<file path="src/rtl/seg_display_arbiter_pkg.sv">
// Shared state encoding, display limit and clamp helper for the display arbiter.
// Pure definitions: no latency, no flow control.
package seg_display_arbiter_pkg;

    typedef enum logic [1:0] {
        IDLE  = 2'd0,
        BLANK = 2'd1,
        SHOW  = 2'd2
    } arb_state_e;

    localparam int DISP_MAX = 9999;

    function automatic logic [15:0] clamp_val(input logic [15:0] v, input logic [15:0] max_v);
        return (v > max_v) ? max_v : v;
    endfunction

endpackage

</file>
<file path="src/rtl/seg_display_arbiter_rr_pick.sv">
// Round-robin picker: first asserted request after last_owner, optionally skipping one index.
// Combinational, zero latency; no backpressure.
module rr_pick #(
    parameter  int N_REQ = 4,
    localparam int IW    = (N_REQ > 1) ? $clog2(N_REQ) : 1
) (
    input  logic [N_REQ-1:0] req,
    input  logic [IW-1:0]    last_owner,
    input  logic             excl_en,
    input  logic [IW-1:0]    excl_idx,
    output logic             found,
    output logic [IW-1:0]    idx
);

    logic [N_REQ-1:0] cand;
    logic [IW-1:0]    pos;

    // Walk from the farthest slot back to last_owner+1 so the nearest hit is written last.
    always_comb begin
        cand = req;
        if (excl_en) cand[excl_idx] = 1'b0;
        found = 1'b0;
        idx   = '0;
        pos   = '0;
        for (int k = N_REQ; k >= 1; k--) begin
            pos = IW'((int'(last_owner) + k) % N_REQ);
            if (cand[pos]) begin
                found = 1'b1;
                idx   = pos;
            end
        end
    end

endmodule

</file>
<file path="src/rtl/seg_display_arbiter.sv">
// Shares one 4-digit display between N_REQ requesters: round-robin, minimum hold, blank gap.
// Latency: grant 1 cycle after req, value visible BLANK_CYCLES later; no backpressure, req is level-held.
module seg_display_arbiter
    import seg_display_arbiter_pkg::*;
#(
    parameter int N_REQ        = 4,
    parameter int HOLD_CYCLES  = 8,
    parameter int BLANK_CYCLES = 2,
    parameter int MAX_VAL      = DISP_MAX
) (
    input  logic                clk,
    input  logic                reset,
    input  logic [N_REQ-1:0]    req,
    input  logic [16*N_REQ-1:0] req_val,
    output logic [15:0]         disp_val,
    output logic                disp_blank,
    output logic [N_REQ-1:0]    grant,
    output logic                busy
);

    localparam int IW = (N_REQ > 1) ? $clog2(N_REQ) : 1;
    localparam int HW = (HOLD_CYCLES > 1) ? $clog2(HOLD_CYCLES) : 1;
    localparam int BW = (BLANK_CYCLES > 1) ? $clog2(BLANK_CYCLES) : 1;
    localparam logic [HW-1:0] HOLD_LAST  = HW'(HOLD_CYCLES - 1);
    localparam logic [BW-1:0] BLANK_LAST = BW'(BLANK_CYCLES - 1);

    arb_state_e       state_q;
    logic [IW-1:0]    owner_q;
    logic [HW-1:0]    hold_cnt_q;
    logic [BW-1:0]    blank_cnt_q;
    logic [15:0]      disp_val_q;
    logic             disp_blank_q;
    logic [N_REQ-1:0] grant_q;
    logic             busy_q;

    logic [15:0]      sel_val;
    logic [15:0]      disp_val_d;
    logic             owner_req;
    logic             hold_sat;
    logic             pick_found;
    logic [IW-1:0]    pick_idx;

    always_comb begin
        sel_val = '0;
        for (int i = 0; i < N_REQ; i++) begin
            if (owner_q == IW'(i)) sel_val = req_val[16*i +: 16];
        end
    end

    assign disp_val_d = clamp_val(sel_val, 16'(MAX_VAL));
    assign owner_req  = req[owner_q];
    assign hold_sat   = (hold_cnt_q == HOLD_LAST);

    // owner_q doubles as last_owner; while showing, the owner itself is not a successor.
    rr_pick #(.N_REQ(N_REQ)) u_pick (
        .req        (req),
        .last_owner (owner_q),
        .excl_en    (state_q == SHOW),
        .excl_idx   (owner_q),
        .found      (pick_found),
        .idx        (pick_idx)
    );

    always_ff @(posedge clk) begin
        if (reset) begin
            state_q      <= IDLE;
            owner_q      <= IW'(N_REQ - 1);
            hold_cnt_q   <= '0;
            blank_cnt_q  <= '0;
            disp_val_q   <= '0;
            disp_blank_q <= 1'b1;
            grant_q      <= '0;
            busy_q       <= 1'b0;
        end else begin
            case (state_q)
                IDLE: begin
                    if (pick_found) begin
                        state_q     <= BLANK;
                        owner_q     <= pick_idx;
                        grant_q     <= N_REQ'(1) << pick_idx;
                        blank_cnt_q <= '0;
                        busy_q      <= 1'b1;
                    end
                end
                BLANK: begin
                    blank_cnt_q <= blank_cnt_q + 1'b1;
                    if (!owner_req) begin
                        state_q <= IDLE;
                        grant_q <= '0;
                        busy_q  <= 1'b0;
                    end else if (blank_cnt_q == BLANK_LAST) begin
                        state_q      <= SHOW;
                        hold_cnt_q   <= '0;
                        disp_blank_q <= 1'b0;
                        disp_val_q   <= disp_val_d;
                    end
                end
                SHOW: begin
                    if (!hold_sat) hold_cnt_q <= hold_cnt_q + 1'b1;
                    if (!owner_req && !pick_found) begin
                        state_q      <= IDLE;
                        disp_blank_q <= 1'b1;
                        grant_q      <= '0;
                        busy_q       <= 1'b0;
                    end else if (pick_found && (!owner_req || hold_sat)) begin
                        // A departing owner forfeits the rest of its hold time.
                        state_q      <= BLANK;
                        owner_q      <= pick_idx;
                        grant_q      <= N_REQ'(1) << pick_idx;
                        blank_cnt_q  <= '0;
                        disp_blank_q <= 1'b1;
                    end else begin
                        disp_val_q <= disp_val_d;
                    end
                end
                default: begin
                    state_q      <= IDLE;
                    disp_blank_q <= 1'b1;
                    grant_q      <= '0;
                    busy_q       <= 1'b0;
                end
            endcase
        end
    end

    assign disp_val   = disp_val_q;
    assign disp_blank = disp_blank_q;
    assign grant      = grant_q;
    assign busy       = busy_q;

endmodule

</file>
<file path="config.mk">
export PLATFORM = sky130hd
export DESIGN_NAME = seg_display_arbiter
export DESIGN_NICKNAME = d
export VERILOG_FILES = /design/src/rtl/seg_display_arbiter_pkg.sv /design/src/rtl/seg_display_arbiter_rr_pick.sv /design/src/rtl/seg_display_arbiter.sv
export SDC_FILE = /design/constraint.sdc
export NUM_CORES = 1
export LEC_CHECK = 0
export CORE_UTILIZATION = 46
export DETAILED_ROUTE_END_ITERATION = 10
export PLACE_DENSITY = 0.87
export SKIP_LAST_GASP = 1
export SYNTH_ARGS = -nofsm -noshare
export SYNTH_HDL_FRONTEND = slang
export SYNTH_SLANG_ARGS = --single-unit
</file>
<file path="constraint.sdc">
create_clock -name clk -period 7.1 [get_ports clk]
set_clock_uncertainty 0.2 [all_clocks]
set_input_delay 1.775 -clock clk [delete_from_list [all_inputs] [get_ports clk]]
set_output_delay 1.775 -clock clk [all_outputs]
set_load 0.05 [all_outputs]
</file>
# Word level (Yosys, flattened, before mapping)
# Index checks and enable logic that the tools add are counted.
# word_totals
out_inout_bits,22
mem_bits_rw,0
inputBits,70
rom_bits,0
word_cells,124
ff_bits,30
latchBits,0
mem_count,0
# op_classes
order_cmp,7
bitwise,3
mul,0
div,0
muxes,63
n_shift,1
n_eq_ne,17
n_addsub,6
reduce_logical,19
# op_table
op,n
16-bit 2-to-1 mux,9
16-bit case mux with 2 select lines,1
2-bit 2-to-1 mux,12
1-bit 2-to-1 mux,20
4-bit 2-to-1 mux,5
2-bit != test (second input constant),9
16-bit by 14-bit > comparator with 1-bit output (second input constant),1
4-bit AND reduction,4
2-bit by 3-bit < comparator with 1-bit output (second input constant),5
4-bit case mux with 3 select lines,1
1-bit binary-select mux with 2-bit select,5
3-bit 2-to-1 mux,3
1-bit case mux with 3 select lines,3
3-bit AND reduction,3
2-bit equality test (second input constant),3
3-bit != test (second input constant),2
2-bit case mux with 3 select lines,1
3-bit case mux with 2 select lines,1
5-bit AND reduction,1
2-bit by 1-bit adder with 2-bit output (second input constant),2
2-bit adder (second input constant),2
4-bit AND,1
2-bit by 1-bit equality test with 1-bit output (second input constant),2
2-bit logical NOT,2
other kinds (14),18

# Depth between registers and ports, before layout
# Gate-level depths: netlist (run 1).
# depth
ltp_word,17
mapped_depth,11
mapped_depth_nobuf,8

# Modules after synthesis
# From an unflattened synthesis (run 1), not the netlist that was laid out.
# unflattened
cells_unflattened,186
hier_area_um2,1983.2
# by_module_without_submodules
module,cells_each,seq_area_each_um2,instances,area_each_um2
seg_display_arbiter,169,600.6,1,1870.5
rr_pick,17,0.0,1,112.6

# Worst setup path before layout (run 1)
# OpenSTA, ideal clock, no wires.
# synth_timing
kind,input-to-reg
start,input req[3]
end,register grant_q[2] (netlist: grant[2])
path_stages,4
setup_ns,0.060
arrival_ns,3.125
path_slack_ns,3.714
required_time_ns,6.840
path_buffers,0
cell_sequence,mux4_2 -> a311o_1 -> nor3b_1 -> a22o_1
# synth_between
elab_chain_cells,12
elab_cells_between_ends,34
cone_classes,eq/ne: 3; shift: 1; mux: 23; bitwise: 1; reduce/logical: 6
# synth_rtl
element,line,text
from (decl),seg_display_arbiter.sv:13,"input logic [N_REQ-1:0] req,"
4-bit AND (no source line),n/a,
4-bit 2-to-1 mux,seg_display_arbiter_rr_pick.sv:21,if (excl_en) cand[excl_idx] = 1'b0;
1-bit binary-select mux with 2-bit select,seg_display_arbiter_rr_pick.sv:27,if (cand[pos]) begin
1-bit 2-to-1 mux (not written as such),seg_display_arbiter_rr_pick.sv:27,
2-bit 2-to-1 mux or 1-bit 2-to-1 mux (tied branches) (4 in a row),seg_display_arbiter_rr_pick.sv:27,
1-bit by 2-bit left shift with 4-bit output or 1-bit logical NOT (tied branches),"seg_display_arbiter.sv:80, seg_display_arbiter.sv:109, seg_display_arbiter.sv:100",
4-bit 2-to-1 mux or 1-bit logical AND (tied branches),"seg_display_arbiter.sv:105, seg_display_arbiter.sv:100",
4-bit 2-to-1 mux or 3-bit != test (tied branches),n/a,
4-bit case mux with 3 select lines or 3-bit AND reduction (tied branches),n/a,
to (signal assigned),seg_display_arbiter.sv:80,grant_q <= N_REQ'(1) << pick_idx;
to (signal assigned),seg_display_arbiter.sv:109,grant_q <= N_REQ'(1) << pick_idx;
to (decl),seg_display_arbiter.sv:33,logic [N_REQ-1:0] grant_q;
# Several ways; a longest one is shown, not always the timed one. The select of a mux whose other input is x is not followed.
# A chain may end at the register's enable or synchronous reset.

# Worst setup path after layout (run 1)
# layout_timing
start,input req[0]
end,register disp_val_q[10] (netlist: disp_val[10])
# layout_between
elab_chain_cells,12
elab_cells_between_ends,25
cone_classes,eq/ne: 3; mux: 15; bitwise: 1; reduce/logical: 6
# layout_rtl
element,line,text
4-bit AND (no source line),n/a,
4-bit 2-to-1 mux,seg_display_arbiter_rr_pick.sv:21,
1-bit binary-select mux with 2-bit select,seg_display_arbiter_rr_pick.sv:27,
1-bit 2-to-1 mux (not written as such),seg_display_arbiter_rr_pick.sv:27,
1-bit 2-to-1 mux (4 in a row),seg_display_arbiter_rr_pick.sv:27,
1-bit logical NOT,seg_display_arbiter.sv:100,if (!owner_req && !pick_found) begin
1-bit logical AND,seg_display_arbiter.sv:100,
2-bit != test (no source line),n/a,
5-bit AND reduction (no source line) *,n/a,
to (signal assigned),seg_display_arbiter.sv:95,disp_val_q <= disp_val_d;
to (signal assigned),seg_display_arbiter.sv:113,disp_val_q <= disp_val_d;
to (decl),seg_display_arbiter.sv:31,logic [15:0] disp_val_q;
# Mark *: on every way between the ends. The rest lies on a longest branch, timed or not. The select of a mux whose other input is x is not followed.

==> results_dict.tcl, run 1 <==
set metrics [dict create \
    io_pins 92 \
    fin_cells 393 \
    clock_sinks 30 \
    max_freq_ghz 0.2338 \
    rsz0062_at_grt "no" \
    postSynthAreaPerCell_um2 8.092 \
    core_area_mm2 0.004354 \
    grt_max_degree 26 \
    holdBufCountCts 0 \
    cp_max_fo 11 \
    tns_ns 0 \
    place_hpwl_um 4811 \
    cp-end-kind "flop" \
    synth-async-reset-ratio_pct 0 \
    fillers 326 \
    antenna_found_initial 0 \
    multiInputGateArea_mm2 0.001378 \
    synth_flop_cell "dfxtp_1" \
    setup_viol 0 \
    ys_ff_latch 30 \
    crit_type "input port to flop" \
    finalWirelength_um 6375 \
    hold_class "flop to flop" \
    synth_area_leaders "dfxtp_1 29%, nor2_1 5.2%, nand2_1 4.3%" \
    p_leak_nw 1.132 \
    drive_above_1_share_pct 7.625 \
    num_rows 24 \
    clockBufferDepth 2 \
    diodes 0 \
    crit_path_start_kind "input port" \
    clk_pin_slew_ns 0.07 \
    dp.cells 385 \
    yosysMostFrequentCell "dfxtp_1" \
    worst_pin_slew_ns 0.9876 \
    period_needed_ns 4.276 \
    postCtsSetupBuffers 0 \
    synth_top_area_share_pct 28.66 \
    cp.arrival_ns 4.20 \
    post_drt_wl_per_cell_um 16.22 \
    vias 2403 \
    synth-warning-count 0 \
    cts_tree "built" \
    slew_headroom_pct 33.61 \
    h-tree-depth 2 \
    grt_pass1_wl_um 10200 \
    drv_cap 0 \
    synth_common_cells "30 x dfxtp_1, 29 x nor2_1, 24 x nand2_1" \
    drc_errors 0 \
    die_h_um 69.50 \
    ys_types 57 \
    status "finished, final reports clean" \
    postCtsResizedCells 0 \
    holdPathStages 2 \
    grt_overflow_total 0 \
    dieArea_mm2 0.004830 \
    grt_pass1_vias 2189 \
    slew_viol_final 0 \
    nets 416 \
    synth_largest_area_cell "dfxtp_1" \
    root_buffer "clkbuf_8" \
    syn_to_final_growth_pct 49.02 \
    p_per_area_mw_per_mm2 320.9 \
    first_pass_iters 5 \
    ant_nets 0 \
    finalCritPeriodShare_pct 60.23 \
    yosysSeqAreaShare_pct 28.66 \
    start_util_pct 48.13 \
    synth_cells 259 \
    ir_drop_mv 0.2772 \
    die_x_um 69.50 \
    portBuffers 91 \
    final_hold_viol_count 0 \
    drt_iter0_markers 229 \
    track_usage_pct 26.08 \
    r2r_cells 7 \
    gp_congestion 1.014 \
    syn-cell-area_mm2 0.002096 \
    synth-edff-count 0 \
    cts_made_buffers 5 \
    via_per_inst 6.115 \
    required_ns 7.02 \
    synth_fp_nets 335 \
    regArea_um2 600.6 \
    clock_latency_ns 0.29 \
]
==> path summary, 6_finish.rpt <==
path,end,start,slack (ns)
max,disp_val[10],req[0],2.82
min,disp_val[12],disp_val[12],0.28
min reg2reg,disp_val[12],disp_val[12],0.28
max reg2reg,disp_val[10],owner_q[0],3.17
==> state kept, by name, summed over array words and instances, names as in the netlist <==
name / flops
blank_cnt_q: 1
busy: 1
disp_blank: 1
disp_val: 16
grant: 4
hold_cnt_q: 3
owner_q: 2
state_q: 2
==> where the power goes <==
group	switching [mW]	internal [mW]	leakage [nW]
Clock	0.0658	0.150	0.0714
Combinational	0.328	0.230	0.817
Sequential	0.0361	0.193	0.244
==> stage by stage <==
step | instance area [um^2] | util (%) | hold slack, ns | setup slack (ns) | total power, mW
after floorplan | 2096 | - | 0.2585 | 3.714 | 0.6376
after CTS | 3123 | 71.72 | 0.2803 | 2.876 | 0.9935
after detailed placement | 2980 | 68.45 | 0.2462 | 2.554 | 0.7747
final | 3123 | 71.72 | 0.2819 | 2.824 | 1.002
after global placement | 2980 | 68.45 | 0.2408 | 2.711 | 0.7671
after global routing | 3123 | 71.72 | 0.3031 | 2.656 | 1.063
==> cell families (layout without fill, tap and decap cells) <==
family          after synthesis  after routing  share of synthesized area, %
compound gates               97             97                         34.75
mux                           8              8                         4.597
buf+inv                      24            106                         5.612
simple gates                 94             94                         22.81
fa+ha+maj                     6              6                         3.582
flops                        30             30                         28.66
==> per-layer routing <==
layer,global-route usage [%],share of wire [%]
met5,0,0
met4,10.66,2.0
met3,4.506,6.5
met2,41.96,49
met1,34.48,42
==> worst max-delay path, stage by stage <==
cell	delay, ns
clkdlybuf4s50_1	0.53
nand2b_1	0.21
o22ai_2	0.15
o31ai_2	0.32
nand2_2	0.19
nor4_2	0.85
a211oi_1	0.18
==> cells in the final DEF, fill, tap and decap left out, drive strengths merged, types with 5 or more instances in the layout <==
cell type,synthesis,layout
a211oi,10,10
dfxtp,30,30
nor2,29,29
clkbuf,5,6
nand3,6,6
inv,7,7
a21oi,13,13
a22o,5,5
ha,6,6
nand2,25,25
o21ai,14,14
o211ai,10,10
o22ai,7,7
clkdlybuf4s50,0,91
nor3,6,6
a22oi,7,7
==> cell type report <==
| cell class | instances | area share [%] |
|---|---|---|
| multi-input cells | 205 | 44.11 |
| well taps | 52 | 2.083 |
| repair buffers | 91 | 29.17 |
| flip-flops and latches | 30 | 19.23 |
| clock buffers | 6 | 2.644 |
| inverters | 7 | 0.8413 |
| clock inverters | 2 | 1.923 |
Note: power is estimated with default switching activity, not from simulation.
==> run 2, diff against run 1 <==
Settings changed: CORE_UTILIZATION 46 to 42, PLACE_DENSITY 0.87 to 0.8.
Clock period 7.1 ns to 4.13 ns, I/O delays scaled along.
==> run 2 against run 1 <==
Critical path depth grew 1; sequential power up 72%; flip-flop and latch count is the same; power is 62% higher; cell count is 4.3% higher; non-clock buffer count is 2 higher; worst setup slack got worse by 2.4 ns; worst hold slack got worse by 0.014 ns; count of clock-buffer cells in the layout fell by 1.
==> results_dict.tcl, run 2 (synthesized netlist as in run 1, its figures left out) <==
set metrics [dict create \
    hold_end "disp_val[11]" \
    required_ns 4.09 \
    clockBufferDepth 2 \
    r2r_cells 8 \
    combPwrFrac_pct 58.1 \
    finalCritPeriodShare_pct 88.59 \
    power_switching_mw 0.7190 \
    rrSetupSlack_ns 0.47 \
    crit_buf_inv 1 \
    r2r-start "owner_q[0]" \
    portBuffers 91 \
    layout_common_cells "91 x clkdlybuf4s50_1, 30 x dfxtp_1, 29 x nor2_1, 24 x nand2_1, 14 x o21ai_0" \
    power_mw 1.625 \
    grt_max_degree 23 \
    fin_ws_ns 0.4711 \
    drt_iter0_markers 118 \
    rsz0062_at_grt "no" \
    finalWirelength_um 6425 \
    io_pins 92 \
    num_rows 25 \
    design_area_mm2 0.003123 \
    drv_cap 0 \
    final_common_cell "clkdlybuf4s50_1" \
    core_area_mm2 0.004755 \
    ir_drop_mv 0.4121 \
    clk_pin_slew_ns 0.07 \
    worstPathCellList "ha_1, and2b_1, a221oi_2, nor2_1, o2111a_1, nor4_2, buf_4, a211oi_1" \
    setup_viol 0 \
    tns_ns 0 \
    grt_pass1_wl_um 10120 \
    crit_type "flop to flop" \
    slew_viol_final 0 \
    worst_pin_slew_ns 0.7662 \
    dieArea_mm2 0.005277 \
    start_util_pct 44.08 \
    hold_class "flop to flop" \
    place_hpwl_um 4990 \
    clock_sinks 30 \
    cp_max_fo 21 \
    period_needed_ns 3.659 \
    crit_family "simple AND/OR/NAND/NOR gates" \
    grt_pass1_vias 2134 \
    gp_congestion 0.8737 \
    slew_headroom_pct 48.92 \
    clockPowerShare_pct 17.6 \
    p_int_mw 0.9055 \
    place_area_mm2 0.003014 \
    fillers 438 \
    cp.arrival_ns 3.62 \
    cts_tree "built" \
    h-tree-depth 2 \
    post_drt_wl_per_cell_um 15.67 \
    status "finished, final reports clean" \
    track_usage_pct 24.43 \
    postCtsResizedCells 0 \
    nets 418 \
    clock_latency_ns 0.27 \
    largest_register_ffs 16 \
    final_hold_viol_count 0 \
    crit_path_start_kind "flop" \
    holdBufCountCts 0 \
    switching_share_pct 44.26 \
    holdPathStages 2 \
    cp_num_cells 8 \
    grt_overflow_total 0 \
    cp_slowest_cell "ha_1" \
    cp-end-kind "flop" \
    via_per_inst 5.734 \
    ant_nets 0 \
    vias 2351 \
    max_stage_delay_ns 0.75 \
    syn_to_final_growth_pct 49.02 \
    seqPwrFrac_pct 24.3 \
    drive_above_1_share_pct 8.163 \
    cts_made_buffers 5 \
    root_buffer "clkbuf_8" \
    postCtsSetupBuffers 0 \
    die_x_um 72.64 \
    min-delay-start "disp_val[11]" \
    dp_slack_ns 0.5863 \
    p_leak_nw 1.129 \
    antenna_found_initial 0 \
    rr_endpoint "disp_val[3]" \
    p_per_area_mw_per_mm2 520.2 \
    drc_errors 0 \
    diodes 0 \
    max_freq_ghz 0.2733 \
    die_h_um 72.64 \
    first_pass_iters 4 \
]
==> run 2: changes by cell type in the layout (fill, tap and decap cells not counted), sizes merged <==
| cell | before | now |
|---|---|---|
| buf | 0 | 2 |
| clkinv | 0 | 2 |
| bufinv | 2 | 1 |
| clkbuf | 6 | 5 |
==> run 2: final cells by class <==
type / count / area, um^2 / share of cell area, %
clock inverter: 3 / 40.04 / 1.282
multi-input combinational: 205 / 1378 / 44.11
timing repair buffer: 93 / 925.9 / 29.65
sequential: 30 / 600.6 / 19.23
clock buffer: 5 / 68.82 / 2.204
inverter: 7 / 26.28 / 0.8413
tap: 67 / 83.83 / 2.684
==> run 2: worst min-delay path: cells and delay by family, from the launching register on <==
family          cells  cell delay, ns
simple gates        1            0.05
flops               1            0.32
compound gates      1            0.05
==> run 2: worst max path at each step <==
stage                          start          end
after detailed placement  owner_q[0]  disp_val[3]
after floorplan               req[3]     grant[2]
after global routing      owner_q[0]  disp_val[1]
after global placement    owner_q[0]  disp_val[0]
final                     owner_q[0]  disp_val[3]
after CTS                 owner_q[0]  disp_val[3]
==> run 2: stage by stage <==
step / cells / util (%) / hold WS (ns)
after floorplan: 259 / - / 0.2585
after global placement: 402 / 63.39 / 0.2413
after detailed placement: 402 / 63.39 / 0.2614
after CTS: 410 / 65.68 / 0.2705
after global routing: 410 / 65.68 / 0.2837
final: 410 / 65.68 / 0.2679
==> run 2: power by group through the flow <==
stage	clock (mW)	combinational (mW)	sequential, mW
3_5_place_dp	0	0.930	0.399
6_report	0.286	0.943	0.395
4_1_cts	0.290	0.936	0.394
5_1_grt	0.303	1.03	0.405
3_3_place_gp	0	0.928	0.398
2_1_floorplan	0	0.632	0.464
==> run 2: routing by layer <==
metal / share of wire [%] / vias up / global-route usage, %
li1: - / 1165 / -
met1: 46 / 1095 / 33.11
met2: 47 / 76 / 39.25
met3: 5.0 / 15 / 5.110
met4: 2.1 / 0 / 6.754
met5: 0 / - / 0
